`config.mk`:
```
export PLATFORM = sky130hd
export DESIGN_NAME = win_dir_map
export DESIGN_NICKNAME = d
export VERILOG_FILES = /design/src/rtl/win_checker.sv
export SDC_FILE = /design/constraint.sdc
export NUM_CORES = 1
export LEC_CHECK = 0
export BUFFER_PORTS_ARGS = -buffer_cell sky130_fd_sc_hd__buf_2
export CAP_MARGIN = 40
export CORE_UTILIZATION = 25
export DETAILED_ROUTE_END_ITERATION = 12
export GPL_TIMING_DRIVEN = 0
export PLACE_DENSITY = 0.93
export REMOVE_ABC_BUFFERS = 1
export SETUP_SLACK_MARGIN = 0.4
export SYNTH_ARGS = -nofsm -noshare
export SYNTH_HDL_FRONTEND = slang
export SYNTH_SLANG_ARGS = --single-unit
```
`constraint.sdc`:
```
create_clock -name vclk -period 1.04
set_clock_uncertainty 0.05 [all_clocks]
set_input_delay 0.26 -clock vclk [all_inputs]
set_output_delay 0.26 -clock vclk [all_outputs]
set_load 0.1 [all_outputs]
```
`src/rtl/win_checker.sv`:
```
// win_checker: scans one player's Connect-Four style board for four in a row.
//
// A start pulse in IDLE snapshots the selected board together with the OR of
// both boards. SCAN then walks one anchor per clock in raster order,
// column fastest. The first anchor that completes a line of four ends the
// scan early. If no anchor wins, the last anchor decides draw from the
// occupancy snapshot. DONE raises a one-cycle done pulse and returns to IDLE.
// The result outputs hold until the next accepted start or reset.
//
// Ports:
//   clk, reset     rising-edge clock, asynchronous active-high reset
//   start, player  scan request and board select (0: board0, 1: board1)
//   board0/board1  per-player occupancy, [row][col], row 0 at the top
//   busy, done     scan in progress / one-cycle completion pulse
//   win, draw      result flags
//   winner         player latched at start
//   winRow/winCol  anchor of the winning line
//   winDir         0 +col, 1 +row, 2 +row+col, 3 +row-col

// Builds, for one direction, a map of every anchor whose four cells are all
// set. Bounds are resolved at elaboration time, so a cell off the board is a
// constant 0 and lines can never wrap across rows or columns.
module win_dir_map #(
  parameter int ROWS = 6,
  parameter int COLS = 7,
  parameter int DR   = 0,
  parameter int DC   = 1
) (
  input  logic [ROWS-1:0][COLS-1:0] board,
  output logic [ROWS-1:0][COLS-1:0] hit_map
);
  for (genvar r = 0; r < ROWS; r++) begin : g_row
    for (genvar c = 0; c < COLS; c++) begin : g_col
      logic [3:0] cells;
      for (genvar i = 0; i < 4; i++) begin : g_cell
        localparam int RR = r + i * DR;
        localparam int CC = c + i * DC;
        if (RR >= 0 && RR < ROWS && CC >= 0 && CC < COLS) begin : g_in
          assign cells[i] = board[RR][CC];
        end else begin : g_out
          assign cells[i] = 1'b0;
        end
      end
      assign hit_map[r][c] = &cells;
    end
  end
endmodule


```
==> reports/qor_table.md, run 1 <==
| Result | This run | Unit |
|:---|:---|:---|
| Area fraction in compound gates after synthesis | 0 | % |
| Hold Buf Count CTS | 0 | - |
| First error message | [ERROR DPL-0033] detailed placement checks failed during check placement. | - |
| Post-CTS Setup Inserts | 0 | - |
| Synthesized instance count | 43 | - |
| Num rows | 13 | - |
| Yosys warning count | 0 | - |
| Post-CTS sizing | 160 | - |
| Weighted congestion at the end of routability-driven global placement | 0.649 | - |
| Result of the run | stopped before the end | - |
| Detailed-placement wirelength estimate | 1.07 | mm |
| Total standard cell area after synthesis | 349 | um2 |
| Horiz. Die Dim | 39.4 | um |
| Average cell area after synthesis | 8.12 | um2 |
| Main combinational cell family by area after synthesis | simple AND/OR/NAND/NOR gates | - |
| Number of buffers added on ports | 66 | - |
| Yosys cell types | 3 | - |
| Initial Util | 26.8 | % |
| Share of synthesized area occupied by flip-flops and latches | 0 | % |
| Halt point of the flow | clock tree synthesis (4_1_cts) | - |
| Xor and xnor area share after synthesis | 0 | % |
| Area after DPL | 627 | um2 |
| Post-Synth Adder-Cell Area | 0 | % |
| Mux share of post-synthesis cell area | 0 | % |
| Boundary pin count | 84 | - |
| Area share of and/or/nand/nor cells after synthesis | 60.2 | % |
| Height of the die | 39.4 | um |
## stage by stage
stage | std cells | hold slack [ps] | setup WS, ps
floorplan | 42 | 924 | -340
global placement | 123 | 972 | -240
detailed placement | 123 | 974 | -259
## cells in the mapped netlist (all sizes together)
cell type	instances	area (um2)
buf	18	135
and4	24	210
conb	1	3.75
## kinds of logic after synthesis
kind of cell / Yosys count
buffers and inverters: 18
other: 1
AND/OR/NAND/NOR: 24
==> run 2: changes to the inputs <==
--- a/config.mk
+++ b/config.mk
@@ -7,12 +7,12 @@
 export LEC_CHECK = 0
 export BUFFER_PORTS_ARGS = -buffer_cell sky130_fd_sc_hd__buf_2
 export CAP_MARGIN = 40
-export CORE_UTILIZATION = 25
+export CORE_AREA = 2 2 63 65
 export DETAILED_ROUTE_END_ITERATION = 12
+export DIE_AREA = 0 0 65 67
 export GPL_TIMING_DRIVEN = 0
-export PLACE_DENSITY = 0.93
+export PLACE_DENSITY_LB_ADDON = 0.15
 export REMOVE_ABC_BUFFERS = 1
-export SETUP_SLACK_MARGIN = 0.4
 export SYNTH_ARGS = -nofsm -noshare
 export SYNTH_HDL_FRONTEND = slang
 export SYNTH_SLANG_ARGS = --single-unit
==> run 2 against run 1 <==
The flow now finishes, with violations (negative setup slack). Synthesized area is the same. Synthesized cell count is the same.
==> reports/qor_table.md, run 2 <==
| Result | This run | Unit |
|:---|:---|:---|
| Synthesized instance count | 43 | - |
| Yosys warning count | 0 | - |
| ANT cells | 0 | - |
| Share of synthesized area occupied by flip-flops and latches | 0 | % |
| Detailed-placement wirelength estimate | 1.22 | mm |
| Core Footprint | 3610 | um2 |
| Wire length per cell | 11.5 | um |
| Boundary pin count | 84 | - |
| Final worst slack | -14.1 | ps |
| Top-count cell post-synth | sky130_fd_sc_hd__and4_1 | - |
| Unrepaired setup endpoints after global routing | yes | - |
| Hold Vio Cnt, Final | 0 | - |
| Total GRT Usage | 7.74 | % |
| Result of the run | finished, violations left | - |
| Leading cell types in the layout, fill and taps excluded | sky130_fd_sc_hd__buf_6, sky130_fd_sc_hd__and4_4, sky130_fd_sc_hd__buf_12, sky130_fd_sc_hd__conb_1, sky130_fd_sc_hd__buf_8 | - |
| Ratio of final minimum period to clock period | 101 | % |
| Detailed Route WL | 1.79 | mm |
| Critical path origin | board[17] | - |
| Data arrival time at the worst-slack endpoint | 740 | ps |
| Critical path peak fanout | 4 | - |
| Share of final-layout standard cells stronger than drive strength 1 | 83.3 | % |
| Sum of buffers and inverters on the critical path | 2 | - |
| Endpoint kind of the worst setup timing path | output pin | - |
| Switch share | 65.5 | % |
| Height of the die | 67 | um |
| Congestion Overflow GR | 0 | - |
| Reg area | 0 | um2 |
| Commonest cells in the netlist | sky130_fd_sc_hd__and4_1, sky130_fd_sc_hd__buf_4, sky130_fd_sc_hd__conb_1 | - |
| Via count of the first global-routing pass | 660 | - |
| Number of clock buffers in the layout | 0 | - |
| Horiz. Die Dim | 65 | um |
| Cell accounting for the most synthesized area | sky130_fd_sc_hd__and4_1 | - |
| DRC | 0 | - |
| Flop pwr share | 0 | % |
| Final-layout worst hold slack | 868 | ps |
| Critical path's slowest cell | sky130_fd_sc_hd__and4_4 | - |
| Area after DPL | 668 | um2 |
| Time the final worst path needs with I/O delays and setup | 1050 | ps |
| Post-CTS Setup Inserts | 0 | - |
| Average cell area after synthesis | 8.12 | um2 |
| Setup violation total in the final timing report | 19 | - |
| Power per standard cell area | 606 | nW/um2 |
| Initial Util | 9.68 | % |
| Hold Buf Count CTS | 0 | - |
| Synth-to-Final Area Change | 294 | % |
| Finished layout cell area | 1380 | um2 |
| Yosys cell types | 3 | - |
| Detailed-routing iteration count for the pre-antenna-repair pass | 2 | - |
| Sequential cell count | 0 | - |
| Num rows | 22 | - |
| Leak | 0.623 | nW |
| Internal power of the cells | 0.288 | mW |
| Clock network fraction of total power | 0 | % |
| Worst hold path class | in -> out | - |
| DRC marker count from the first detailed-route iteration | 2 | - |
| Ordered cell list for the critical path | buf_8, and4_4, buf_12 | - |
| Reported max-cap violation count | 0 | - |
| Most common cell after layout, fill and taps aside | sky130_fd_sc_hd__buf_6 | - |
| Antenna Nets Post-Route | 0 | - |
| Setup TNS | -124 | ps |
| Top cells by area, synth | sky130_fd_sc_hd__and4_1, sky130_fd_sc_hd__buf_4, sky130_fd_sc_hd__conb_1 | - |
| Net switching power | 0.546 | mW |
| Number of buffers added on ports | 66 | - |
| Die Footprint | 4360 | um2 |
| Violations in the final reports | negative setup slack | - |
| Max Clock Freq | 949 | MHz |
| Largest delay contributor family on the critical path | buffers and inverters | - |
| Pins over their slew limit | 0 | - |
| Worst path required time | 730 | ps |
| Antenna violations before repair | 0 | - |
| Overall power after layout | 0.834 | mW |
| Nets | 152 | - |
| Critical Path Start Type | primary input | - |
| First-pass GRT wire length | 2.77 | mm |
| Mean number of vias per cell | 3.81 | - |
| Weighted congestion at the end of routability-driven global placement | 0.603 | - |
| Power share of the combinational group | 100.0 | % |
| Largest net degree at the start of global routing | 5 | - |
| Detailed-route via count | 594 | - |
| Startpoint-to-endpoint class of the critical path | in -> out | - |
| Share of Yosys cell area claimed by the top area cell type | 60.2 | % |
| CP peak stage delay | 230 | ps |
| Total standard cell area after synthesis | 349 | um2 |
| Peak VDD IR | 0.246 | mV |
| Post-Place Setup Slack | -255 | ps |
| Number of cells on the critical path | 3 | - |
| Last element of the critical path | hit_map[15] | - |
run 2: cell counts after synthesis:
No cell type changed its count.
run 2: cells by family (layout without fill, tap and decap cells):
family | count (synthesis) | after routing | share of synthesized area (%)
other | 1 | 18 | 1.07
and+or+nand+nor | 24 | 24 | 60.2
buffers and inverters | 18 | 66 | 38.7
run 2: layer usage:
layer | up-vias | part of all wire, % | routed length, um | global-route usage, %
li1 | 274 | - | - | -
met4 | 0 | 0 | 0 | 0
met5 | - | 0 | 0 | 0
met2 | 49 | 67 | 1200 | 19.6
met1 | 271 | 24 | 423 | 5.90
met3 | 0 | 9.6 | 173 | 1.18
run 2: cell type report:
cell class | instances | area [um2]
timing repair buffer | 66 | 977
tap | 48 | 60.1
multi-input combinational | 42 | 338
fill | 350 | 2230
run 2: power by group through the flow:
stage	sequential, mW	combinational, mW	clock (mW)
2_1_floorplan	0	0.481	0
3_3_place_gp	0	0.594	0
3_5_place_dp	0	0.595	0
4_1_cts	0	0.811	0
5_1_grt	0	0.860	0
6_report	0	0.834	0
run 2: what timing repair did:
item                                    CTS  global route
gates cloned                              0             0
resized for setup                       161            10
endpoints found under the hold margin     0             0
endpoints found under the setup margin   24            24
pin swaps                                20            13
run 2: worst min path at each step:
stage                     cells past startpoint           to  startpoint
after floorplan                               1   hit_map[0]    board[0]
after global placement                        3   hit_map[0]    board[0]
after detailed placement                      3  hit_map[35]   board[35]
after CTS                                     3   hit_map[8]   board[11]
after global routing                          3  hit_map[28]   board[30]
final                                         3   hit_map[8]    board[9]
run 2: metrics by stage:
stage / utilization (%) / std cells
2_1_floorplan: - / 42
3_3_place_gp: 18.5 / 156
3_5_place_dp: 18.5 / 156
4_1_cts: 37.0 / 156
5_1_grt: 38.1 / 156
6_report: 38.1 / 156
Note: power is estimated with default switching activity, not from simulation.
==> run 3: changes to the inputs <==
--- a/config.mk
+++ b/config.mk
@@ -11,7 +11,6 @@
 export DETAILED_ROUTE_END_ITERATION = 12
 export DIE_AREA = 0 0 65 67
 export GPL_TIMING_DRIVEN = 0
-export PLACE_DENSITY_LB_ADDON = 0.15
 export REMOVE_ABC_BUFFERS = 1
 export SYNTH_ARGS = -nofsm -noshare
 export SYNTH_HDL_FRONTEND = slang
==> run 3 against run 2 <==
The flow still finishes with violations (negative setup slack). Cell count is the same. Critical path depth unchanged. Non-clock buffer count unchanged. Clock-buffer cell count did not move. Cell area grew 0.64%. Fmax hardly changed. Sequential cell count is the same. Combinational power about the same. Setup slack worse by 0.94 ps. Die area is the same. Worst hold slack worse by 3.1 ps.
==> reports/qor_table.md, run 3 (same netlist as run 2, synthesis figures left out) <==
| Result | This run | Unit |
|:---|:---|:---|
| DRC | 0 | - |
| Mean number of vias per cell | 3.74 | - |
| Antenna violations before repair | 0 | - |
| Number of buffers added on ports | 66 | - |
| Startpoint-to-endpoint class of the critical path | in -> out | - |
| Unrepaired setup endpoints after global routing | yes | - |
| Total GRT Usage | 7.42 | % |
| Wire length per cell | 11.2 | um |
| Endpoint kind of the worst setup timing path | output pin | - |
| Worst path required time | 730 | ps |
| Critical Path Start Type | primary input | - |
| Detailed-placement wirelength estimate | 1.21 | mm |
| ANT cells | 0 | - |
| Synth-to-Final Area Change | 296 | % |
| Worst hold path class | in -> out | - |
| Power per standard cell area | 604 | nW/um2 |
| Critical path peak fanout | 4 | - |
| First-pass GRT wire length | 2.64 | mm |
| Violations in the final reports | negative setup slack | - |
| Detailed-route via count | 583 | - |
| Reported max-cap violation count | 0 | - |
| Sequential cell count | 0 | - |
| Most common cell after layout, fill and taps aside | sky130_fd_sc_hd__buf_6 | - |
| Number of clock buffers in the layout | 0 | - |
| Met3 routing resource usage after global routing | 1.52 | % |
| Antenna Nets Post-Route | 0 | - |
| Boundary pin count | 84 | - |
| Die Footprint | 4360 | um2 |
| DRC marker count from the first detailed-route iteration | 0 | - |
| Leading cell types in the layout, fill and taps excluded | sky130_fd_sc_hd__buf_6, sky130_fd_sc_hd__and4_4, sky130_fd_sc_hd__buf_12, sky130_fd_sc_hd__conb_1, sky130_fd_sc_hd__buf_8 | - |
| Final worst slack | -15.1 | ps |
| Global-route met2 utilization | 17.3 | % |
| Peak VDD IR | 0.251 | mV |
| Congestion Overflow GR | 0 | - |
| Data arrival time at the worst-slack endpoint | 750 | ps |
| Global-route met1 utilization | 6.60 | % |
| End-of-flow core utilization | 38.4 | % |
| Initial Util | 9.68 | % |
| Number of fill cells in the layout | 336 | - |
| Largest net degree at the start of global routing | 5 | - |
| Ratio of final minimum period to clock period | 101 | % |
| Result of the run | finished, violations left | - |
| Num rows | 22 | - |
| Leak | 0.627 | nW |
| Core Footprint | 3610 | um2 |
| Nets | 152 | - |
| Weighted congestion at the end of routability-driven global placement | 0.638 | - |
| Pins over their slew limit | 0 | - |
| Reg area | 0 | um2 |
| Height of the die | 67 | um |
| Via count of the first global-routing pass | 605 | - |
| Share of final-layout standard cells stronger than drive strength 1 | 83.3 | % |
| Max Clock Freq | 948 | MHz |
| Detailed Route WL | 1.74 | mm |
| Post-Place Setup Slack | -250 | ps |
| Horiz. Die Dim | 65 | um |
| Layer carrying the most global-route usage | met2 | - |
| Setup violation total in the final timing report | 20 | - |
| Detailed-routing iteration count for the pre-antenna-repair pass | 1 | - |
| Hold Vio Cnt, Final | 0 | - |
| Time the final worst path needs with I/O delays and setup | 1060 | ps |
| Final-layout worst hold slack | 864 | ps |
[run 3: changes by cell type in the layout (fill, tap and decap cells not counted)]
cell                    delta
sky130_fd_sc_hd__buf_2     +1
sky130_fd_sc_hd__buf_6     -5
sky130_fd_sc_hd__buf_8     +4
[run 3: area by class of cell]
type               count  area, um2  area share (%)
repair buffers        66        986            71.2
multi-input cells     42        338            24.4
well taps             48       60.1            4.34
[run 3: critical path, cell delays in order]
cell and delay, ps:
sky130_fd_sc_hd__buf_8 80, sky130_fd_sc_hd__and4_4 230, sky130_fd_sc_hd__buf_12 170
[run 3: worst paths after layout]
kind,endpoint,start,depth (start not counted),slack (ps)
max,hit_map[10],board[10],3,-20
min,hit_map[14],board[16],3,860
[run 3: metal layers]
metal  wire [um]  share of wire, %  vias to the layer above
met5           0                 0                        -
met2        1050                60                       48
met3         223                13                        0
li1            -                 -                      272
met4           0                 0                        0
met1         469                27                      263
[run 3: timing repair]
action	4_1_cts	5_1_grt
pin swaps	22	9
hold buffers	0	0
resized for setup	160	12
buffers inserted	0	0
endpoints found under the setup margin	24	24
hold endpoints to repair	0	0
[run 3: where the power goes]
part           switching (mW)  internal (mW)  total, mW
clock network               0              0          0
registers                   0              0          0
logic                   0.544          0.291      0.835
total                   0.544          0.291      0.835
[run 3: stage by stage]
step	TNS [ps]	total power, mW	instances	area [um2]
after global placement	-5380	0.594	156	668
after global routing	-384	0.861	156	1380
after CTS	-102	0.811	156	1330
final	-129	0.835	156	1380
after detailed placement	-5350	0.595	156	668
after floorplan	-8160	0.481	42	278
